==> src/rtl/i2c_pkg.sv <==
// Shared definitions for the I2C bus arbiter slice: FSM states, requester
// indices and the default data bus width.
package i2c_pkg;

  localparam int unsigned I2C_DATA_DEPTH = 8;

  localparam logic REQ0 = 1'b0;
  localparam logic REQ1 = 1'b1;

  typedef enum logic [1:0] {
    IDLE = 2'd0,
    BUSY = 2'd1,
    GAP  = 2'd2
  } state_t;

endpackage

==> src/rtl/rr_arbiter2.sv <==
// Two-way round-robin pick: the requester that did not win last time gets
// priority; a lone requester always wins. Purely combinational.
module rr_arbiter2
  import i2c_pkg::*;
(
  input  logic [1:0] req,
  input  logic       last,
  output logic [1:0] win
);

  // Priority goes to the requester that is not 'last'
  always_comb begin
    win = '0;
    if (last == REQ1) begin
      if (req[0])      win = 2'b01;
      else if (req[1]) win = 2'b10;
    end else begin
      if (req[1])      win = 2'b10;
      else if (req[0]) win = 2'b01;
    end
  end

endmodule

==> src/rtl/i2c_bus_arbiter.sv <==
// Shares one I2C master command interface between two requester FSMs.
// The grant is locked per transaction and released on master done/nack,
// a timeout, or a requester dropping its request before issuing start.
module i2c_bus_arbiter
  import i2c_pkg::*;
#(
  parameter int unsigned DATA_DEPTH     = I2C_DATA_DEPTH,
  parameter int unsigned TIMEOUT_CYCLES = 4096,
  parameter int unsigned CNT_W          = 13
) (
  input  logic                    i_clk,
  input  logic                    i_rst,
  input  logic [1:0]              i_req,
  output logic [1:0]              o_gnt,
  input  logic [1:0]              i_start,
  input  logic [2*DATA_DEPTH-1:0] i_addr_bits,
  input  logic [1:0]              i_addr_valid,
  output logic [1:0]              o_addr_ready,
  input  logic [2*DATA_DEPTH-1:0] i_nbytes_bits,
  input  logic [1:0]              i_nbytes_valid,
  output logic [1:0]              o_nbytes_ready,
  input  logic [2*DATA_DEPTH-1:0] i_wr_bits,
  input  logic [1:0]              i_wr_valid,
  output logic [1:0]              o_wr_ready,
  output logic [DATA_DEPTH-1:0]   o_rd_bits,
  output logic [1:0]              o_rd_valid,
  input  logic [1:0]              i_rd_ready,
  output logic [1:0]              o_done,
  output logic [1:0]              o_nack,
  output logic                    o_timeout,
  output logic                    o_m_start,
  output logic [DATA_DEPTH-1:0]   o_m_addr_bits,
  output logic                    o_m_addr_valid,
  input  logic                    i_m_addr_ready,
  output logic [DATA_DEPTH-1:0]   o_m_nbytes_bits,
  output logic                    o_m_nbytes_valid,
  input  logic                    i_m_nbytes_ready,
  output logic [DATA_DEPTH-1:0]   o_m_wr_bits,
  output logic                    o_m_wr_valid,
  input  logic                    i_m_wr_ready,
  input  logic [DATA_DEPTH-1:0]   i_m_rd_bits,
  input  logic                    i_m_rd_valid,
  output logic                    o_m_rd_ready,
  input  logic                    i_m_done,
  input  logic                    i_m_nack
);

  localparam bit             TO_EN   = (TIMEOUT_CYCLES != 0);
  localparam logic [CNT_W-1:0] TO_LAST =
    CNT_W'(TIMEOUT_CYCLES == 0 ? 0 : TIMEOUT_CYCLES - 1);

  state_t           state, state_n;
  logic [1:0]       gnt_n;
  logic             owner, owner_n;
  logic             last, last_n;
  logic             started;
  logic [CNT_W-1:0] cnt;
  logic [1:0]       done_n, nack_n;
  logic             timeout_n;
  logic [1:0]       win;
  logic             busy;
  logic             to_hit;
  logic             exit_busy;

  rr_arbiter2 u_rr (
    .req  (i_req),
    .last (last),
    .win  (win)
  );

  assign busy   = (state == BUSY);
  assign to_hit = TO_EN && (cnt == TO_LAST);

  // Owner-selected channel mux; everything toward either side is gated off outside BUSY
  always_comb begin
    o_m_addr_bits   = owner ? i_addr_bits[2*DATA_DEPTH-1:DATA_DEPTH]   : i_addr_bits[DATA_DEPTH-1:0];
    o_m_nbytes_bits = owner ? i_nbytes_bits[2*DATA_DEPTH-1:DATA_DEPTH] : i_nbytes_bits[DATA_DEPTH-1:0];
    o_m_wr_bits     = owner ? i_wr_bits[2*DATA_DEPTH-1:DATA_DEPTH]     : i_wr_bits[DATA_DEPTH-1:0];
    o_rd_bits        = i_m_rd_bits;
    o_m_start        = busy & i_start[owner];
    o_m_addr_valid   = busy & i_addr_valid[owner];
    o_m_nbytes_valid = busy & i_nbytes_valid[owner];
    o_m_wr_valid     = busy & i_wr_valid[owner];
    o_m_rd_ready     = busy & i_rd_ready[owner];
    o_addr_ready     = '0;
    o_nbytes_ready   = '0;
    o_wr_ready       = '0;
    o_rd_valid       = '0;
    if (busy) begin
      o_addr_ready[owner]   = i_m_addr_ready;
      o_nbytes_ready[owner] = i_m_nbytes_ready;
      o_wr_ready[owner]     = i_m_wr_ready;
      o_rd_valid[owner]     = i_m_rd_valid;
    end
  end

  // Next-state logic; nack outranks done, done outranks timeout, and a
  // start pulse in the current cycle already counts as having started
  always_comb begin
    state_n   = state;
    gnt_n     = o_gnt;
    owner_n   = owner;
    last_n    = last;
    done_n    = '0;
    nack_n    = '0;
    timeout_n = 1'b0;
    exit_busy = 1'b0;
    case (state)
      IDLE: begin
        if (|i_req) begin
          state_n = BUSY;
          gnt_n   = win;
          owner_n = win[1];
        end
      end
      BUSY: begin
        if (i_m_nack) begin
          nack_n[owner] = 1'b1;
          exit_busy     = 1'b1;
        end else if (i_m_done) begin
          done_n[owner] = 1'b1;
          exit_busy     = 1'b1;
        end else if (to_hit) begin
          timeout_n     = 1'b1;
          nack_n[owner] = 1'b1;
          exit_busy     = 1'b1;
        end else if (!i_req[owner] && !started && !o_m_start) begin
          exit_busy     = 1'b1;
        end
        if (exit_busy) begin
          state_n = GAP;
          gnt_n   = '0;
          last_n  = owner;
        end
      end
      GAP:     state_n = IDLE;
      default: state_n = IDLE;
    endcase
  end

  // State, grant and pulse registers
  always_ff @(posedge i_clk or posedge i_rst) begin
    if (i_rst) begin
      state     <= IDLE;
      o_gnt     <= '0;
      owner     <= REQ0;
      last      <= REQ1;
      o_done    <= '0;
      o_nack    <= '0;
      o_timeout <= 1'b0;
    end else begin
      state     <= state_n;
      o_gnt     <= gnt_n;
      owner     <= owner_n;
      last      <= last_n;
      o_done    <= done_n;
      o_nack    <= nack_n;
      o_timeout <= timeout_n;
    end
  end

  // Started flag and timeout counter, both live only while BUSY
  always_ff @(posedge i_clk or posedge i_rst) begin
    if (i_rst) begin
      started <= 1'b0;
      cnt     <= '0;
    end else if (!busy) begin
      started <= 1'b0;
      cnt     <= '0;
    end else begin
      if (o_m_start) started <= 1'b1;
      if (TO_EN)     cnt     <= cnt + 1'b1;
    end
  end

endmodule

==> config.mk <==
export PLATFORM = sky130hd
export DESIGN_NAME = i2c_bus_arbiter
export DESIGN_NICKNAME = d
export VERILOG_FILES = /design/src/rtl/i2c_pkg.sv /design/src/rtl/rr_arbiter2.sv /design/src/rtl/i2c_bus_arbiter.sv
export SDC_FILE = /design/constraint.sdc
export NUM_CORES = 1
export LEC_CHECK = 0
export ABC_AREA = 1
export BUFFER_PORTS_ARGS = -buffer_cell sky130_fd_sc_hd__buf_4
export CAP_MARGIN = 25
export CORE_AREA = 2 2 66 68
export CTS_CLUSTER_DIAMETER = 150
export CTS_CLUSTER_SIZE = 24
export DETAILED_ROUTE_END_ITERATION = 16
export DIE_AREA = 0 0 68 70
export PLACE_DENSITY = 0.82
export SYNTH_ARGS = -nofsm -noshare
export SYNTH_HDL_FRONTEND = slang
export SYNTH_SLANG_ARGS = --single-unit
==> constraint.sdc <==
create_clock -name i_clk -period 2.5 [get_ports i_clk]
set_input_delay 0.25 -clock i_clk [delete_from_list [all_inputs] [get_ports i_clk]]
set_output_delay 0.25 -clock i_clk [all_outputs]
set_load 0.03 [all_outputs]
* Word-level counts from Yosys, hierarchy flattened
Index checks and enable logic that the tools add are counted.
Word-level totals: bits in registers 25, input bits 76, output and inout port bits 52, logic and storage cells 90
Operators by class: add/subtract/negate cells 1, $lt $le $gt $ge 2, eq/ne operators 5, multiplexer cells 51, bitwise operators 9, reduce and logical (&&, ||, !) cells 13
Operators with widths (count):
- 2-to-1 mux 2 bit | 19
- 2-to-1 mux 1 bit | 25
- 2-to-1 mux 8 bit | 3
- adder 13 x 1 -> 13 bit (second input constant) | 1
- equality test 13 x 12 -> 1 bit (second input constant) | 1
- 2-to-1 mux 13 bit | 1
- bitwise AND 2 bit | 4
- one-hot mux 2 bit (2 select lines) | 2
- AND reduction 2 bit | 3
- bitwise AND 1 bit | 5
- inequality test 2 bit (second input constant) | 2
- logical AND 1 bit | 3
- logical NOT 1 bit | 3
- AND reduction 3 bit | 1
- equality test 2 x 1 -> 1 bit (second input constant) | 1
- logical NOT 2 bit | 1
- < comparator 1 x 2 -> 1 bit (second input constant) | 1
- inequality test 2 x 1 -> 1 bit (second input constant) | 1
- nonzero test 2 bit | 1
- OR reduction 2 bit | 1
- demux 1 bit (select 1 bit) | 1
- >= comparator 1 bit (second input constant) | 1

* Depth between registers and ports, before layout
Gate-level depths: netlist of run 1.
depth after elaboration 12, gate-level depth with buffers 9, gate-level depth less buffers 9

* Cells and area by module
A second synthesis of run 1 with hierarchy kept.
Unflattened totals: cell total of the unflattened synthesis 248, area, all modules 1624.1 um2
By module, submodules not included:
- i2c_bus_arbiter | instances 1, cells an instance 243, area an instance 1604.0 um2, sequential area each 626.9 um2
- rr_arbiter2 | instances 1, cells an instance 5, area an instance 20.0 um2, sequential area each 0.0 um2

* Least setup slack after synthesis of run 1
Ideal clock, no wire load.
path type register -> output, from reg state[1], to out o_nbytes_ready[0], arrival time 1.479 ns, required time 2.250 ns, setup slack 0.771 ns, cell stages (with the launch flop) 5, buffers on the path 1, path through dfrtp_1 > nor2_8 > inv_2 > buf_2 > nor3_1
On the way: cells in the longest elaborated chain, start to end 2
Ends and longest elaborated chain:
- start, declared | RTL line i2c_bus_arbiter.sv:52 | state_t state, state_n;
- start signal, assigned | RTL line i2c_bus_arbiter.sv:152 | state <= state_n;
- equality test 2 x 1 -> 1 bit | RTL line i2c_bus_arbiter.sv:71 | assign busy = (state == BUSY);
- 2-to-1 mux 2 bit | RTL line i2c_bus_arbiter.sv:89 | if (busy) begin
- end, declared | RTL line i2c_bus_arbiter.sv:21 | output logic [1:0] o_nbytes_ready,
Every way passes these cells.

* Worst setup path in the final report of run 1
from reg owner, to out o_m_start
On the way: cells in the longest elaborated chain, start to end 3
Ends and longest elaborated chain:
- start, declared | RTL line i2c_bus_arbiter.sv:54 | logic owner, owner_n;
- start signal, assigned | RTL line i2c_bus_arbiter.sv:154 | owner <= owner_n;
- 2-to-1 mux 1 bit (implied by the code) (2 in a row) | RTL line i2c_bus_arbiter.sv:80 | o_m_start = busy & i_start[owner];
- bitwise AND 1 bit | RTL line i2c_bus_arbiter.sv:80
- end, declared | RTL line i2c_bus_arbiter.sv:31 | output logic o_m_start,
Every way passes these cells. The select of a mux whose other input is x is not followed.

==> flow_summary_export.csv, run 1 <==
group,metric,value,unit
run_status,outcome,"completed",
grt,grt_max_degree,38,
routing,top_layer,"met4",
clocking,tritoncts_clock_tree,"done",
pwr,powerDensity,920,mW/mm^2
routing,first_iter_violations,96,
routing,met2_wirelength,2320,um
yosys,synth_seq_area_share,0.374,
yosys,netlist_area_before_placement,0.00168,mm^2
floorplan,initial_utilization,0.404,
finish,most_frequent_standard_cell_in_the_layout_excluding_fill_and_tap_cells,"buf_4",
critical_path,rr_worst_depth,8,
critical_path,ordered_cell_list_for_the_critical_path,"inv_2, nand2_1, nand3_2, inv_1, buf_4",
critical_path,crit_start,"owner",
yosys,synth_largest_area_cell,"dfrtp_1",
worst_hold_path,timing.hold.worst.class,"in2reg",
critical_path,arrival,1.59,ns
floorplan,rows,24,
floorplan,die_footprint,0.00476,mm^2
clocking,cts-root-to-sink-buffers,2,
critical_path,cp_max_stage_cell,"inv_2",
critical_path,end_kind,"output pin",
pwr,power.leakage,1.43,nW
worst_hold_path,holdCritStartpoint,"i_m_done",
critical_path,worstPathMaxFanout,37,
floorplan,dieHeight,70,um
run,max-cap-violations,0,
placement,port_buffers,111,
pwr,irDropWorstVdd,0.000508,V
critical_path,timing.critical_path.to,"o_m_start",
sta,post-route-min-period,1.84,ns
critical_path,rrSetupSlack,0.94,ns
finish,area_growth,51.0,%
yosys,synth.top_cell.area_share,0.358,
sta,drv_slew,0,
yosys,synth_ff_type,"dfrtp_1",
grt,antenna_found_initial,0,
sta,finalSetupTns,0,ns
routing,detail_route.wirelength,4710,um
yosys,post_synthesis_async_set_or_reset_flop_share,1.00,
yosys,synth_edf_count,0,
finish,n_antenna_cell,0,
yosys,yosysWarnings,0,
critical_path,worst-setup-path-type,"reg2out",
yosys,yosys.cell_types.count,31,
sta,finalSetupViolations,0,
sta,timing_hold_violations_final,0,
critical_path,path_delay_family,"buffers and inverters",
grt,grt_pass1_vias,1826,
routing,number_of_vias_in_the_routed_layout,1848,
routing,wl_met1,1970,um
routing,route.met3.wl,291,um
finish,fin_nets,426,
finish,layout.cell_area.non_filler,0.00253,mm^2
routing,detailedRoute.firstPassIterationCount,4,
clocking,clock_sink_count,25,
routing,postRouteAntennaNets,0,
clocking,postCtsResizedCells,0,
floorplan,ios,128,
sta,tightest_slew,0.948,ns
placement,dp.final_hpwl,3730,um
sta,finalClockSkew,0.00808,ns
yosys,synth.avg_cell_area,6.73,um^2
clocking,ctsRootBufferMaster,"clkbuf_8",
yosys,synthesis.nets,326,
floorplan,die_w,68,um
clocking,clk_latency,0.28,ns
clocking,clkSlewWorstSetupHoldPaths,0.09,ns
placement,finalWeightedCongestion,0.841,
floorplan,core,0.00414,mm^2
grt,wire_length_of_the_first_global_routing_pass,7600,um
sta,rsz_0062_raised_after_global_routing,"no",
yosys,top_area_cells_in_the_synthesized_netlist,"dfrtp_1 (36%), nand2_1 (23%), inv_1 (4.7%)",
clocking,tritoncts.num_buffers,3,
sta,slew_margin_rel,0.368,
routing,detail_route.drc_violations,0,
critical_path,timing.critical_path.required,2.25,ns
clocking,cts.repair_timing.setup_buffer_count,0,
yosys,post_synthesis_instance_total,249,
yosys,synth.ff_latch_count,25,
critical_path,rr_endpoint,"o_gnt[1]",
grt,global_route.overflow_total,0,
critical_path,worst-path-buf-inv,3,
critical_path,timing.critical_path.slowest_cell_delay,0.43,ns
routing,detail_route.vias_per_cell,4.62,
critical_path,worst-path-stages,5,
grt,track_usage,0.204,
sta,maxClockFrequency,0.545,GHz
critical_path,worst_r2r_startpoint,"owner",
finish,layout-drive-gt1-share,0.408,
clocking,cts-hold-fix-buffers,0,
clocking,cts-htree-levels,1,
critical_path,critical_path.startpoint_type,"register",
finish,most-common-layout-cells,"buf_4 (112), nand2_1 (104), dfrtp_1 (24)",
placement,post_dp_cell_area,0.00248,mm^2
sta,timing.final.crit_share,0.734,
routing,post_drt_wl_per_cell,11.8,um
## metrics by stage
stage	hold WS (ns)	instances	utilization	setup WS (ns)	total power, mW
after detailed placement	0.451	396	0.599	0.926	2.10
after CTS	0.153	400	0.611	0.631	2.35
after global routing	0.158	400	0.611	0.533	2.49
after global placement	0.444	396	0.599	0.982	2.08
final	0.155	400	0.611	0.664	2.33
after floorplan	0.277	249	-	0.771	1.59
## worst register-to-register path, cell delays in order, from the launching register on
cell	delay, ns
dfrtp_1	0.41
inv_2	0.43
nand2_1	0.14
nand3_2	0.13
nand2_2	0.07
nand3_4	0.09
nand2_4	0.07
nand3_1	0.07
nand2_1	0.05
## metal layers
| layer | global-route usage | vias up |
|---|---|---|
| li1 | - | 944 |
| met1 | 0.254 | 830 |
| met2 | 0.335 | 61 |
| met3 | 0.0290 | 13 |
| met4 | 0.100 | 0 |
| met5 | 0 | - |
## layout make-up
type                       instances  area [um^2]
fill                             387         1610
multi-input combinational        180          847
timing repair buffer             112          841
sequential                        25          627
inverter                          27          101
tap                               52         65.1
clock buffer                       3         41.3
clock inverter                     1         7.51
## where the power goes
part	total (mW)	internal (mW)	switching (mW)
registers	0.532	0.483	0.0491
clock network	0.248	0.113	0.135
logic	1.55	0.526	1.02
total	2.33	1.12	1.20
## kinds of logic (layout without fill, tap and decap cells)
kind of cell,count (synthesis),count (layout),synth area share
AO/OA/AOI/OAI,20,20,0.0635
buffers and inverters,44,143,0.120
AND/OR/NAND/NOR,157,157,0.424
XOR/XNOR,2,2,0.0105
flip-flops,25,25,0.374
adder cells (fa/ha/maj),1,1,0.00747
## worst min-delay path by stage
stage | end | depth (start not counted)
after floorplan | cnt[0] | 1
after global placement | o_timeout | 2
after detailed placement | o_timeout | 2
after CTS | o_timeout | 2
after global routing | o_timeout | 2
final | o_timeout | 2
## flip-flops by register name, indices dropped and copies added, names as in the netlist
signal     cells
cnt           13
o_nack         2
o_done         2
last           1
o_gnt          2
owner          1
state          2
o_timeout      1
started        1
## cell usage after synthesis, types with 2 or more instances
master and n:
dfrtp_1 24, nand2_1 104, buf_1 3, o21ai_0 6, inv_2 6, inv_1 21
clkbuf_1 3, nand3_2 3, nor2_1 20, nand2_2 3, buf_2 2, a21oi_1 11
nand2_4 2, nor2_2 5, nand3_1 2, nor3_1 11, buf_4 9
Note: power is estimated with default switching activity, not from simulation.
==> inputs of run 2 (changes only) <==
- ABC_AREA: 1 -> 0
- CORE_AREA: 2 2 66 68 -> 2 2 68 70
- DIE_AREA: 0 0 68 70 -> 0 0 70 72
- PLACE_DENSITY: 0.82 -> 0.76
- clock period: 2.5 -> 1.8 ns (I/O delays scaled with it)
==> run 2 against run 1 <==
  * Synthesized cell count is 34% lower
  * Wire length is 0.40% higher
  * Core utilization is 1.3 points lower
  * Non-clock buffer count is 10 higher
  * Largest cell class is now buffers
==> flow_summary_export.csv, run 2 <==
group,metric,value,unit
yosys,synth_ff_type,"dfrtp_1",
critical_path,ordered_cell_list_for_the_critical_path,"buf_4, mux2_1, buf_4",
finish,max_flop_register,"cnt",
grt,antenna_found_initial,0,
run_status,outcome,"completed",
yosys,yosys.cell_types.count,38,
placement,placedCellCount,321,
yosys,synth_top_cells_by_count,"dfrtp_1 (24), mux2_1 (24), nor2_1 (20), and3_1 (9), nand2_1 (9)",
placement,finalWeightedCongestion,0.801,
finish,final-instance-count-excl-fill,326,
routing,detail_route.drc_violations,0,
sta,finalSetupTns,0,ns
worst_hold_path,hold_path_depth,2,
clocking,cts-htree-levels,1,
critical_path,critical_path.startpoint_type,"register",
routing,top_layer,"met4",
finish,area_growth,58.2,%
routing,detail_route.vias_per_cell,4.96,
routing,detailedRoute.firstPassIterationCount,4,
floorplan,core,0.00426,mm^2
critical_path,rrSetupSlack,0.17,ns
floorplan,ios,128,
pwr,irDropWorstVdd,0.000694,V
placement,port_buffers,111,
pwr,powerDensity,1240,mW/mm^2
clocking,ctsRootBufferMaster,"clkbuf_8",
routing,postRouteAntennaNets,0,
routing,route.met3.wl,336,um
critical_path,path_delay_family,"flip-flops",
yosys,synthesis.nets,241,
critical_path,most_frequent_cell_on_critical_path,"buf_4",
yosys,post_synthesis_instance_total,164,
floorplan,die_w,70,um
finish,largest_reg_flops,13,
clocking,clk_latency,0.26,ns
grt,grt_max_degree,26,
clocking,clock_sink_count,25,
run,max-cap-violations,0,
sta,drv_slew,0,
grt,wire_length_of_the_first_global_routing_pass,7740,um
floorplan,dieHeight,72,um
critical_path,worst_r2r_startpoint,"cnt[1]",
routing,number_of_vias_in_the_routed_layout,1616,
sta,timing_hold_violations_final,0,
clocking,cts-root-to-sink-buffers,2,
sta,slew_margin_rel,0.723,
critical_path,cp_max_stage_cell,"dfrtp_2",
critical_path,arrival,1.54,ns
sta,rsz_0062_raised_after_global_routing,"no",
finish,n_antenna_cell,0,
grt,global_route.overflow_total,0,
sta,finalClockSkew,0.00516,ns
routing,post_drt_wl_per_cell,14.5,um
routing,wl_met1,2090,um
sta,tightest_slew,0.404,ns
yosys,synth.top_cell.area_share,0.373,
grt,track_usage,0.192,
routing,detail_route.wirelength,4730,um
sta,timing.final.crit_share,0.954,
critical_path,timing.critical_path.required,1.62,ns
clocking,clkSlewWorstSetupHoldPaths,0.08,ns
worst_hold_path,holdCritStartpoint,"i_m_done",
pwr,p_total,3.16,mW
worst_hold_path,hold_path_end,"o_timeout",
yosys,synth_edf_count,0,
critical_path,rr_endpoint,"o_gnt[0]",
pwr,power.leakage,1.32,nW
yosys,synth.avg_cell_area,9.81,um^2
routing,first_iter_violations,37,
floorplan,rows,24,
sta,final_setup_slack_of_the_worst_path,0.0820,ns
sta,post-route-min-period,1.72,ns
placement,dp.final_hpwl,3940,um
yosys,netlist_area_before_placement,0.00161,mm^2
critical_path,timing.critical_path.slowest_cell_delay,0.50,ns
sta,maxClockFrequency,0.582,GHz
critical_path,worst-path-buf-inv,2,
critical_path,worstPathMaxFanout,12,
yosys,synth.ff_latch_count,25,
floorplan,die_footprint,0.00504,mm^2
critical_path,end_kind,"output pin",
finish,layout-drive-gt1-share,0.474,
yosys,synth_seq_area_share,0.390,
critical_path,worst-setup-path-type,"reg2out",
yosys,yosysWarnings,0,
finish,fin_nets,352,
yosys,top_area_cells_in_the_synthesized_netlist,"dfrtp_1 (37%), mux2_1 (17%), nor2_1 (4.7%)",
clocking,tritoncts.num_buffers,3,
critical_path,rr_worst_depth,5,
finish,most_frequent_standard_cell_in_the_layout_excluding_fill_and_tap_cells,"buf_4",
routing,met2_wirelength,2250,um
grt,grt_pass1_vias,1603,
clocking,tritoncts_clock_tree,"done",
floorplan,initial_utilization,0.377,
yosys,post_synthesis_async_set_or_reset_flop_share,1.00,
sta,hold-worst-slack,0.115,ns
sta,finalSetupViolations,0,
yosys,synth_largest_area_cell,"dfrtp_1",
worst_hold_path,timing.hold.worst.class,"in2reg",
placement,post-place-ws,0.0627,ns
finish,most-common-layout-cells,"buf_4 (120), mux2_1 (24), dfrtp_1 (23)",
[run 2: cell count changes after synthesis, sizes merged, moves of 8 or more]
cell | previous run | this run
a21oi | 11 | 3
nor3 | 12 | 4
and3 | 0 | 9
inv | 27 | 5
nand2 | 109 | 9
mux2 | 0 | 24
[run 2: per-layer routing]
metal / GRT usage / vias to the layer above
li1: - / 788
met1: 0.261 / 763
met2: 0.306 / 53
met3: 0.0472 / 12
met4: 0.0534 / 0
met5: 0 / -
[run 2: where the power goes]
| part | switching, mW | internal (mW) | total [mW] |
|---|---|---|---|
| Sequential | 0.105 | 0.679 | 0.784 |
| Clock | 0.160 | 0.158 | 0.318 |
| Combinational | 1.19 | 0.863 | 2.06 |
| Total | 1.46 | 1.70 | 3.16 |
[run 2: worst max-delay path by stage]
stage | endpoint | slack [ns] | from | depth (start not counted)
6_report | o_m_addr_bits[1] | 0.08 | owner | 3
5_1_grt | o_m_addr_bits[1] | 0.02 | owner | 3
4_1_cts | o_gnt[0] | 0.05 | cnt[1] | 5
3_5_place_dp | o_gnt[0] | 0.06 | cnt[1] | 5
3_3_place_gp | o_gnt[0] | 0.09 | cnt[1] | 5
2_1_floorplan | o_gnt[0] | 0.11 | cnt[0] | 6
[run 2: per-stage QoR]
| step | utilization | instance area, um^2 |
|---|---|---|
| 3_3_place_gp | 0.582 | 2480 |
| 5_1_grt | 0.597 | 2550 |
| 3_5_place_dp | 0.582 | 2480 |
| 4_1_cts | 0.595 | 2540 |
| 6_report | 0.597 | 2550 |
| 2_1_floorplan | - | 1610 |
[run 2: what timing repair did]
action                                 4_1_cts  5_1_grt
endpoints found under the hold margin       24        0
hold buffers                                 1        0
resized for setup                            1        2
pin swaps                                    0        0
setup buffers                                0        0
setup endpoints to repair                   12        7
[run 2: area by class of cell]
type | instances | area [um^2]
Inverter | 5 | 18.8
Sequential cell | 25 | 628
Fill cell | 393 | 1720
Clock buffer | 4 | 45.0
Timing Repair Buffer | 122 | 922
Multi-Input combinational cell | 118 | 867
Tap cell | 52 | 65.1
[run 2: logic make-up (layout without fill, tap and decap cells)]
| group | after synthesis | in the layout | share of synthesized area |
|---|---|---|---|
| buffers and inverters | 21 | 131 | 0.0739 |
| adders and majority gates | 1 | 1 | 0.00777 |
| and+or+nand+nor | 64 | 64 | 0.205 |
| muxes | 29 | 29 | 0.199 |
| DFF | 25 | 25 | 0.390 |
| xor gates and xnor gates | 9 | 9 | 0.0490 |
| AOI/OAI and AO/OA | 15 | 15 | 0.0754 |
==> inputs of run 3 (changes only) <==
- CORE_AREA: 2 2 68 70 -> 2 2 77 79
- DIE_AREA: 0 0 70 72 -> 0 0 79 81
- GPL_TIMING_DRIVEN: not set -> 0
- PLACE_DENSITY: 0.76 -> 0.61
==> run 3 against run 2 <==
  * Sequential share of layout area decreased by 1.8 points
  * Critical path depth increased by 3
  * Clock skew decreased by 0.0037 ns
  * Highest routed layer unchanged
  * Cell count increased by 13%
  * Non-clock buffer count increased by 20
  * Worst hold slack got worse by 0.0081 ns
  * Combinational power increased by 5%
==> flow_summary_export.csv, run 3 (synthesis gave the netlist of run 2 again) <==
group,metric,value,unit
run_status,outcome,"completed",
critical_path,ordered_cell_list_for_the_critical_path,"ha_4, nand4_1, or4_4, buf_6, a31oi_4, o21ai_1",
floorplan,initial_utilization,0.284,
placement,finalWeightedCongestion,0.796,
sta,maxClockFrequency,0.580,GHz
critical_path,arrival,1.87,ns
sta,finalSetupViolations,0,
critical_path,cp_max_stage_cell,"or4_4",
pwr,logic_gate_share_of_total_power,0.664,
grt,antenna_found_initial,0,
finish,max_flop_register,"cnt",
pwr,clockPowerShare,0.098,
clocking,clk_latency,0.26,ns
placement,port_buffers,119,
finish,filler_cell_count,570,
sta,timing.final.crit_share,0.958,
sta,rsz_0062_raised_after_global_routing,"yes",
pwr,power.leakage,1.41,nW
routing,wl_met1,1880,um
sta,finalClockSkew,0.00141,ns
finish,area_growth,70.7,%
finish,largest_reg_flops,13,
critical_path,critical_path.startpoint_type,"register",
clocking,tritoncts.num_buffers,3,
finish,fin_nets,372,
routing,number_of_vias_in_the_routed_layout,1663,
sta,drv_slew,0,
clocking,tritoncts_clock_tree,"done",
pwr,cellInternalPower,1.74,mW
routing,first_iter_violations,40,
pwr,p_total,3.25,mW
routing,post_drt_wl_per_cell,14.4,um
finish,most-common-layout-cells,"buf_4 (134), mux2_1 (24), dfrtp_1 (23)",
clocking,ctsRootBufferMaster,"clkbuf_8",
clocking,cts-htree-levels,1,
critical_path,timing.critical_path.slowest_cell_delay,0.50,ns
sta,tightest_slew,0.463,ns
floorplan,core,0.00568,mm^2
worst_hold_path,timing.hold.worst.class,"in2reg",
clocking,clkSlewWorstSetupHoldPaths,0.08,ns
pwr,powerDensity,1180,mW/mm^2
routing,met2_wirelength,2900,um
grt,track_usage,0.156,
sta,post-route-min-period,1.73,ns
grt,grt_pass1_vias,1480,
sta,final_setup_slack_of_the_worst_path,0.0750,ns
grt,grt_max_degree,26,
clocking,clock_sink_count,25,
pwr,irDropWorstVdd,0.000406,V
grt,wire_length_of_the_first_global_routing_pass,7730,um
floorplan,die_w,79,um
finish,layout.cell_area.non_filler,0.00275,mm^2
floorplan,die_footprint,0.00640,mm^2
critical_path,worstPathMaxFanout,7,
finish,n_antenna_cell,0,
sta,hold-worst-slack,0.107,ns
routing,detail_route.drc_violations,0,
routing,top_layer,"met4",
placement,dp.final_hpwl,4320,um
sta,finalSetupTns,0,ns
critical_path,timing.critical_path.required,1.95,ns
pwr,netSwitchingPower,1.51,mW
placement,post-place-ws,-0.105,ns
sta,timing_hold_violations_final,0,
routing,postRouteAntennaNets,0,
critical_path,end_kind,"register",
clocking,cts-root-to-sink-buffers,2,
critical_path,worst-setup-path-type,"reg2reg",
placement,post_dp_cell_area,0.00260,mm^2
floorplan,rows,28,
routing,route.met3.wl,511,um
pwr,p_sw_frac,0.465,
grt,global_route.overflow_total,0,
run,max-cap-violations,0,
routing,detail_route.vias_per_cell,4.51,
floorplan,ios,128,
routing,detailedRoute.firstPassIterationCount,4,
sta,slew_margin_rel,0.683,
finish,most_frequent_standard_cell_in_the_layout_excluding_fill_and_tap_cells,"buf_4",
finish,layout-drive-gt1-share,0.510,
routing,detail_route.wirelength,5330,um
pwr,sequential_share_of_power,0.239,
floorplan,dieHeight,81,um
-- run 3: routing by layer --
layer	track usage	up-vias
met5	0	-
met4	0.0362	0
met3	0.0367	4
met2	0.315	62
met1	0.162	772
li1	-	825
-- run 3: area by class of cell --
type,instances,area (um^2),share of cell area
inverters,5,18.8,0.00683
clock buffers,4,45.0,0.0164
flip-flops and latches,25,628,0.229
well taps,75,93.8,0.0342
repair buffers,127,976,0.355
plain buffers,15,105,0.0383
multi-input cells,118,880,0.320
-- run 3: per-stage QoR --
step | util | std cells
2_1_floorplan | - | 164
3_3_place_gp | 0.457 | 358
3_5_place_dp | 0.457 | 358
4_1_cts | 0.469 | 363
5_1_grt | 0.484 | 369
6_report | 0.484 | 369
-- run 3: power groups by stage --
stage / Clock, mW / Sequential (mW) / Combinational (mW)
after global routing: 0.355 / 0.792 / 2.31
after CTS: 0.336 / 0.778 / 2.11
after detailed placement: 0 / 0.759 / 2.11
after floorplan: 0 / 0.818 / 1.27
after global placement: 0 / 0.758 / 2.10
final: 0.317 / 0.775 / 2.16
-- run 3: what timing repair did --
action                                 CTS  global route
pin swaps                                0             1
setup buffers                            2             4
gates resized for setup                  5             5
setup endpoints to repair               38            22
endpoints found under the hold margin    0            24
hold buffers                             0             1
-- run 3: worst paths after layout --
| path | depth (start not counted) | start | slack (ns) | endpoint |
|---|---|---|---|---|
| max | 6 | cnt[0] | 0.07 | o_gnt[0] |
| min | 2 | i_m_done | 0.11 | o_timeout |
| max reg2reg | 6 | cnt[0] | 0.07 | o_gnt[0] |
| min reg2reg | 2 | last | 0.50 | last |
| max in group asynchronous | 4 | i_rst | 1.04 | last |
| min in group asynchronous | 4 | i_rst | 0.54 | o_gnt[0] |
-- run 3: worst max-delay path, delay by kind of cell, from the launching register on --
family / cells / cell delay [ns]
adders and majority gates: 1 / 0.17
DFF: 1 / 0.40
AOI/OAI and AO/OA: 2 / 0.26
and+or+nand+nor: 2 / 0.63
buffers and inverters: 1 / 0.15
